===== config.mk =====
export PLATFORM = sky130hd
export DESIGN_NAME = keycode_led_queue
export DESIGN_NICKNAME = d
export VERILOG_FILES = /design/src/rtl/keycode_led_queue.sv
export SDC_FILE = /design/constraint.sdc
export NUM_CORES = 1
export LEC_CHECK = 0
export ABC_AREA = 1
export CORE_MARGIN = 4
export CORE_UTILIZATION = 40
export DETAILED_ROUTE_END_ITERATION = 16
export GPL_ROUTABILITY_DRIVEN = 1
export HOLD_SLACK_MARGIN = 0.06
export PLACE_DENSITY = 0.58
export SLEW_MARGIN = 10
export SYNTH_ARGS = -nofsm -noshare
export SYNTH_HDL_FRONTEND = slang
export SYNTH_SLANG_ARGS = --single-unit

===== constraint.sdc =====
create_clock -name clk -period 2.7 [get_ports clk]
set_input_delay 0.405 -clock clk [delete_from_list [all_inputs] [get_ports clk]]
set_output_delay 0.405 -clock clk [all_outputs]
set_load 0.05 [all_outputs]

===== src/rtl/keycode_led_queue.sv =====
`default_nettype none
// ============================================================================
//  Module      : keycode_led_queue
//  Description : Queues single-cycle keycode strobes in a small FIFO and shows
//                each code on the LEDs for HOLD_CYCLES clocks, in arrival
//                order. Provides display modes, overflow accounting and an
//                optional key-release filter (`KEYCODE_RELEASE_FILTER_EN`).
//  Revision    : 1.0 - initial release
// ============================================================================
module keycode_led_queue #(
    parameter int             CODE_W       = 16,
    parameter int             LED_W        = 6,
    parameter int             DEPTH        = 4,
    parameter int             HOLD_CYCLES  = 27000000,
    parameter logic [LED_W-1:0] IDLE_PATTERN = 6'b110011,
    parameter bit             ACTIVE_LOW   = 1'b1,
    parameter int             RELEASE_BIT  = 7
) (
    input  logic              clk,
    input  logic              reset,
    input  logic [CODE_W-1:0] code_in,
    input  logic              code_valid,
    input  logic [1:0]        mode,
    output logic [LED_W-1:0]  led,
    output logic              busy,
    output logic              overflow,
    output logic [7:0]        drop_count
);

    localparam int c_PTR_W  = $clog2(DEPTH);
    localparam int c_CNT_W  = $clog2(DEPTH + 1);
    localparam int c_HOLD_W = $clog2(HOLD_CYCLES + 1);
    localparam int c_SHOW_W = 2 * LED_W - 2;
    localparam int c_EXT_W  = (CODE_W > c_SHOW_W) ? CODE_W : c_SHOW_W;

    localparam logic [c_HOLD_W-1:0] c_HOLD_RELOAD = c_HOLD_W'(HOLD_CYCLES - 1);
    localparam logic [c_CNT_W-1:0]  c_FULL        = c_CNT_W'(DEPTH);

    typedef enum logic [0:0] {
        S_IDLE = 1'b0,
        S_SHOW = 1'b1
    } state_t;

    // FIFO storage and bookkeeping
    logic [CODE_W-1:0]   mem_q [DEPTH];
    logic [c_PTR_W-1:0]  wr_ptr_q;
    logic [c_PTR_W-1:0]  rd_ptr_q;
    logic [c_CNT_W-1:0]  count_q;

    // Display FSM state
    state_t              state_q;
    logic [CODE_W-1:0]   disp_q;
    logic                shown_q;
    logic [c_HOLD_W-1:0] hold_q;

    // Drop accounting
    logic                overflow_q;
    logic [7:0]          drop_count_q;

    logic                w_accept;
    logic                w_nonempty;
    logic                w_pop;
    logic                w_push;
    logic                w_drop;
    logic [c_EXT_W-1:0]  w_ext;
    logic [LED_W-1:0]    w_led_logic;
    logic                w_unused_bits;

`ifdef KEYCODE_RELEASE_FILTER_EN
    // Key-release codes never reach the queue and are not drops.
    assign w_accept = code_valid & ~code_in[RELEASE_BIT];
`else
    assign w_accept = code_valid;
`endif

    // The FSM pops whenever it is free to show a new code and one is waiting.
    assign w_nonempty = (count_q != '0);
    assign w_pop      = w_nonempty & ((state_q == S_IDLE) | (hold_q == '0));
    // A simultaneous pop frees a slot, so a full FIFO still accepts the push.
    assign w_push     = w_accept & ((count_q != c_FULL) | w_pop);
    assign w_drop     = w_accept & (count_q == c_FULL) & ~w_pop;

    // FIFO payload; no reset needed since occupancy gates every read.
    always_ff @(posedge clk) begin
        if (w_push) begin
            mem_q[wr_ptr_q] <= code_in;
        end
    end

    // FIFO pointers and occupancy counter.
    always_ff @(posedge clk or posedge reset) begin
        if (reset) begin
            wr_ptr_q <= '0;
            rd_ptr_q <= '0;
            count_q  <= '0;
        end else begin
            if (w_push) begin
                wr_ptr_q <= wr_ptr_q + c_PTR_W'(1);
            end
            if (w_pop) begin
                rd_ptr_q <= rd_ptr_q + c_PTR_W'(1);
            end
            case ({w_push, w_pop})
                2'b10:   count_q <= count_q + c_CNT_W'(1);
                2'b01:   count_q <= count_q - c_CNT_W'(1);
                default: count_q <= count_q;
            endcase
        end
    end

    // Display FSM: load the head, hold it, then chain to the next or go idle.
    always_ff @(posedge clk or posedge reset) begin
        if (reset) begin
            state_q <= S_IDLE;
            disp_q  <= '0;
            shown_q <= 1'b0;
            hold_q  <= '0;
        end else begin
            case (state_q)
                S_IDLE: begin
                    if (w_pop) begin
                        disp_q  <= mem_q[rd_ptr_q];
                        shown_q <= 1'b1;
                        hold_q  <= c_HOLD_RELOAD;
                        state_q <= S_SHOW;
                    end
                end
                S_SHOW: begin
                    if (hold_q != '0) begin
                        hold_q <= hold_q - c_HOLD_W'(1);
                    end else if (w_pop) begin
                        disp_q <= mem_q[rd_ptr_q];
                        hold_q <= c_HOLD_RELOAD;
                    end else begin
                        state_q <= S_IDLE;
                    end
                end
                default: begin
                    state_q <= S_IDLE;
                end
            endcase
        end
    end

    // Sticky overflow flag and saturating drop counter.
    always_ff @(posedge clk or posedge reset) begin
        if (reset) begin
            overflow_q   <= 1'b0;
            drop_count_q <= '0;
        end else if (w_drop) begin
            overflow_q <= 1'b1;
            if (drop_count_q != 8'hFF) begin
                drop_count_q <= drop_count_q + 8'd1;
            end
        end
    end

    // Zero-extend the shown code so mode 1 reads 0 past the code width.
    assign w_ext         = c_EXT_W'(disp_q);
    assign w_unused_bits = ^w_ext;

    // Logical LED pattern per display mode, then output polarity.
    always_comb begin
        w_led_logic = '0;
        case (mode)
            2'd0: begin
                w_led_logic = shown_q ? {1'b1, w_ext[LED_W-2:0]} : IDLE_PATTERN;
            end
            2'd1: begin
                w_led_logic = shown_q ? {1'b1, w_ext[c_SHOW_W-1:LED_W-1]} : IDLE_PATTERN;
            end
            2'd2: begin
                for (int i = 0; i < LED_W; i++) begin
                    w_led_logic[i] = (i < int'(count_q));
                end
            end
            default: begin
                w_led_logic = '0;
            end
        endcase
        led = ACTIVE_LOW ? ~w_led_logic : w_led_logic;
    end

    assign busy       = (state_q == S_SHOW);
    assign overflow   = overflow_q;
    assign drop_count = drop_count_q;

endmodule
`default_nettype wire


==> reports/qor.csv <==
metric,value,unit
final net count,619,
sw frac,36.14,%
Cell Pwr Density,913.1,nW/µm²
Residual DRC,0,
crit start category,register,
number of flops mapped to enable cells by yosys,40,
max incr delay on CP,0.36,ns
Yosys cell types,35,
hold path startpoint,disp_q[4],
Sw Pwr,1.831,mW
initial antenna violation count,0,
CP required,2.94,ns
gr usage total,16.19,%
Routed Antenna Nets,0,
die span in y,116.3,µm
setup_tns,0,ns
final hold violations,0,
"FF+latch count, synth",93,
CTS sink cnt,93,
"delay-heaviest family, CP",simple AND/OR/NAND/NOR gates,
Min-Delay Path Class,register to register,
worst path cell trace,inv_1 > ha_1 > nand2_1 > nor2_4 > nand2_4 > nor2_1 > nor2_4 > nand3_2 > nand2_2 > ha_1 > nor2_1 > o21ai_0 > xor2_1 > inv_1,
Detailed Routing Iterations Pass 1,4,
first-pass GRT wire length,17.17,mm
routed len/inst,13.56,µm
maximum VDD drop,718.0,µV
Max Cap Violations,0,
Mean Syn Cell Area,8.542,µm²
crit share post-route,89.40,%
cell area after synthesis,4689,µm²
power share of the combinational group,29.7,%
Max Slew Vio Count,0,
"Clk Latency, worst-skew pair",0.35,ns
Worst Skew,0.005499,ns
"Async S/R FF share, synth",56.99,%
routed wire length,9.970,mm
Non-Filler Instances,735,
global route overflow,0,
post-synthesis sequential area ratio,53.90,%
flop-to-flop setup slack,0.29,ns
DP Wirelength,6.782,mm
port buffer count,30,
Placer Congestion,0.8491,
starting density of the core,40.89,%
P_leak,2.489,nW
status,"finished, final reports clean",
Clock transition at path regs,0.07,ns
Max-slew headroom,52.73,%
Core ar.,11470,µm²
Period minus WS final,2.414,ns
post-synth top area cell,dfrtp_1,
H-tree levels,3,
Sequential Power Share,42.5,%
Initial DRC Count,226,
Mapped Nets,581,
share of cells above drive strength 1,7.601,%
Worst Path Max Fanout,7,
Chip Width,116.3,µm
critical setup path kind,register to register,
CTS tree,yes,
Bufs on Longest Clock Path,2,
final setup fails,0,
Syn Inst Count,549,
"Design Area, Final",5548,µm²
critical path's slowest cell,dfrtp_1,
worst r2r src,hold_q[0],
io pins,37,
Placed Area,5209,µm²
CTS Buf Count,9,
Worst Tran Pin Value,0.7090,ns
Setup crit end kind,register,
unrepaired setup endpoints after global routing,no,
WHS Endpoint,disp_q[4],
die footprint,13520,µm²
main area contributors after synthesis,"dfrtp_1 28%, edfxtp_1 26%, nand2_1 12%, nor2_1 7.6%, inv_1 4.6%",
Buf/Inv on CP,2,
largest net degree at the start of global routing,54,
placed insts,719,
FP Rows,39,
Synth warnings,0,
max frequency,0.4143,GHz
worst r2r dst,count_q[2],
critical path arrival,2.66,ns
Layout area overhead,18.30,%
Ant. Diodes,0,
vias in the first global route,3555,
Vias/cell,4.912,
Reg2Reg Depth,14,
cell chosen for the clock root,clkbuf_16,
ys flop type,dfrtp_1,
Setup Buffers After CTS,0,
worst hold path depth,2,
vias,3610,
Clock Power Share,27.9,%
Synth top area share,28.28,%
Int Pwr,3.235,mW
==> cell families (layout without fill, tap and decap cells) <==
logic type	after synthesis	in the layout	synth area share (%)
flip-flops	93	93	53.90
XOR/XNOR	12	12	2.241
adder cells (fa/ha/maj)	11	11	2.935
AO/OA/AOI/OAI	53	53	6.991
buffers and inverters	72	115	6.270
AND/OR/NAND/NOR	308	308	27.67
==> tightest hold or removal path, stage by stage (launching register included) <==
cell and delay [ns]:
dfrtp_1 0.34, nand2_1 0.06, nand2_1 0.06
==> flip-flops by register name, summed over array words and instances, names as in the netlist, 2 cells and up <==
name,cells
hold_q,25
mem_q,40
count_q,3
disp_q,10
drop_count,8
wr_ptr_q,2
rd_ptr_q,2
==> synth_stat cells (4+ instances only) <==
| cell | instances |
|---|---|
| nand2_1 | 149 |
| xnor2_1 | 6 |
| nand3_1 | 31 |
| nand4_1 | 14 |
| inv_1 | 57 |
| clkbuf_1 | 5 |
| o32ai_1 | 10 |
| o21ai_0 | 32 |
| nor2_1 | 95 |
| buf_2 | 4 |
| dfrtp_1 | 53 |
| xor2_1 | 6 |
| edfxtp_1 | 40 |
| ha_1 | 11 |
==> layer usage <==
layer,global-route usage [%],vias to the layer above,part of all wire [%]
met3,4.663,15,3.1
met5,0,-,0
met1,20.81,1683,46
met2,26.96,49,49
li1,-,1863,-
met4,4.176,0,1.5
==> per-stage QoR <==
stage	utilization, %	hold WS, ns	power (mW)	setup slack [ns]
after floorplan	-	0.4438	3.176	0.1260
after global placement	45.42	0.4648	3.653	0.2455
after detailed placement	45.42	0.4652	3.687	0.1828
after CTS	48.34	0.4821	5.126	0.1680
after global routing	48.38	0.5140	5.453	0.06056
final	48.38	0.4833	5.065	0.2861
==> cell usage in the layout, fill, tap and decap left out <==
cell type        instances
nand2_1                149
nor2_1                  95
inv_1                   56
dfrtp_1                 53
edfxtp_1                40
o21ai_0                 32
nand3_1                 30
clkdlybuf4s50_1         25
nand4_1                 14
ha_1                    11
buf_4                   11
o32ai_1                 10
clkbuf_16                9
xor2_1                   6
xnor2_1                  6
buf_12                   4
nor2_2                   3
nand2_2                  3
nand3b_1                 3
a21oi_1                  3
nor3_1                   3
inv_6                    3
nor2_4                   2
nand2_4                  2
inv_2                    2
nor4_1                   2
o21ai_1                  2
bufinv_16                2
inv_8                    2
o21ai_4                  1
clkinv_1                 1
nand3_2                  1
and2_1                   1
o211a_1                  1
a311oi_1                 1
o22ai_1                  1
a31oi_1                  1
o21bai_1                 1
==> power groups by stage <==
| stage | logic, mW | clock network, mW | registers, mW |
|---|---|---|---|
| 3_3_place_gp | 1.49 | 0 | 2.16 |
| 4_1_cts | 1.52 | 1.45 | 2.15 |
| 5_1_grt | 1.73 | 1.52 | 2.21 |
| 6_report | 1.50 | 1.41 | 2.15 |
| 3_5_place_dp | 1.51 | 0 | 2.17 |
| 2_1_floorplan | 1.03 | 0 | 2.14 |
==> what timing repair did <==
item                       4_1_cts  5_1_grt
resized for setup                0        1
setup endpoints to repair        0        1
hold buffers                     0        0
==> worst max-delay path by stage <==
stage                       endpoint      start  slack [ns]  cells past startpoint
final                     count_q[2]  hold_q[0]        0.29                     14
after global routing      count_q[2]  hold_q[0]        0.06                     14
after floorplan               led[1]    mode[1]        0.13                      4
after global placement    count_q[2]  hold_q[0]        0.25                     14
after detailed placement  count_q[2]  hold_q[0]        0.18                     14
after CTS                 count_q[2]  hold_q[0]        0.17                     14
==> layout make-up <==
type	count	area (µm²)
Clock inverter	7	108.9
Fill cell	1118	5919
Inverter	59	221.5
Tap cell	143	178.9
Sequential cell	93	2527
Clock buffer	9	225.2
Timing Repair Buffer	40	412.9
Multi-Input combinational cell	384	1873
Power figures use the tool's default switching activity.
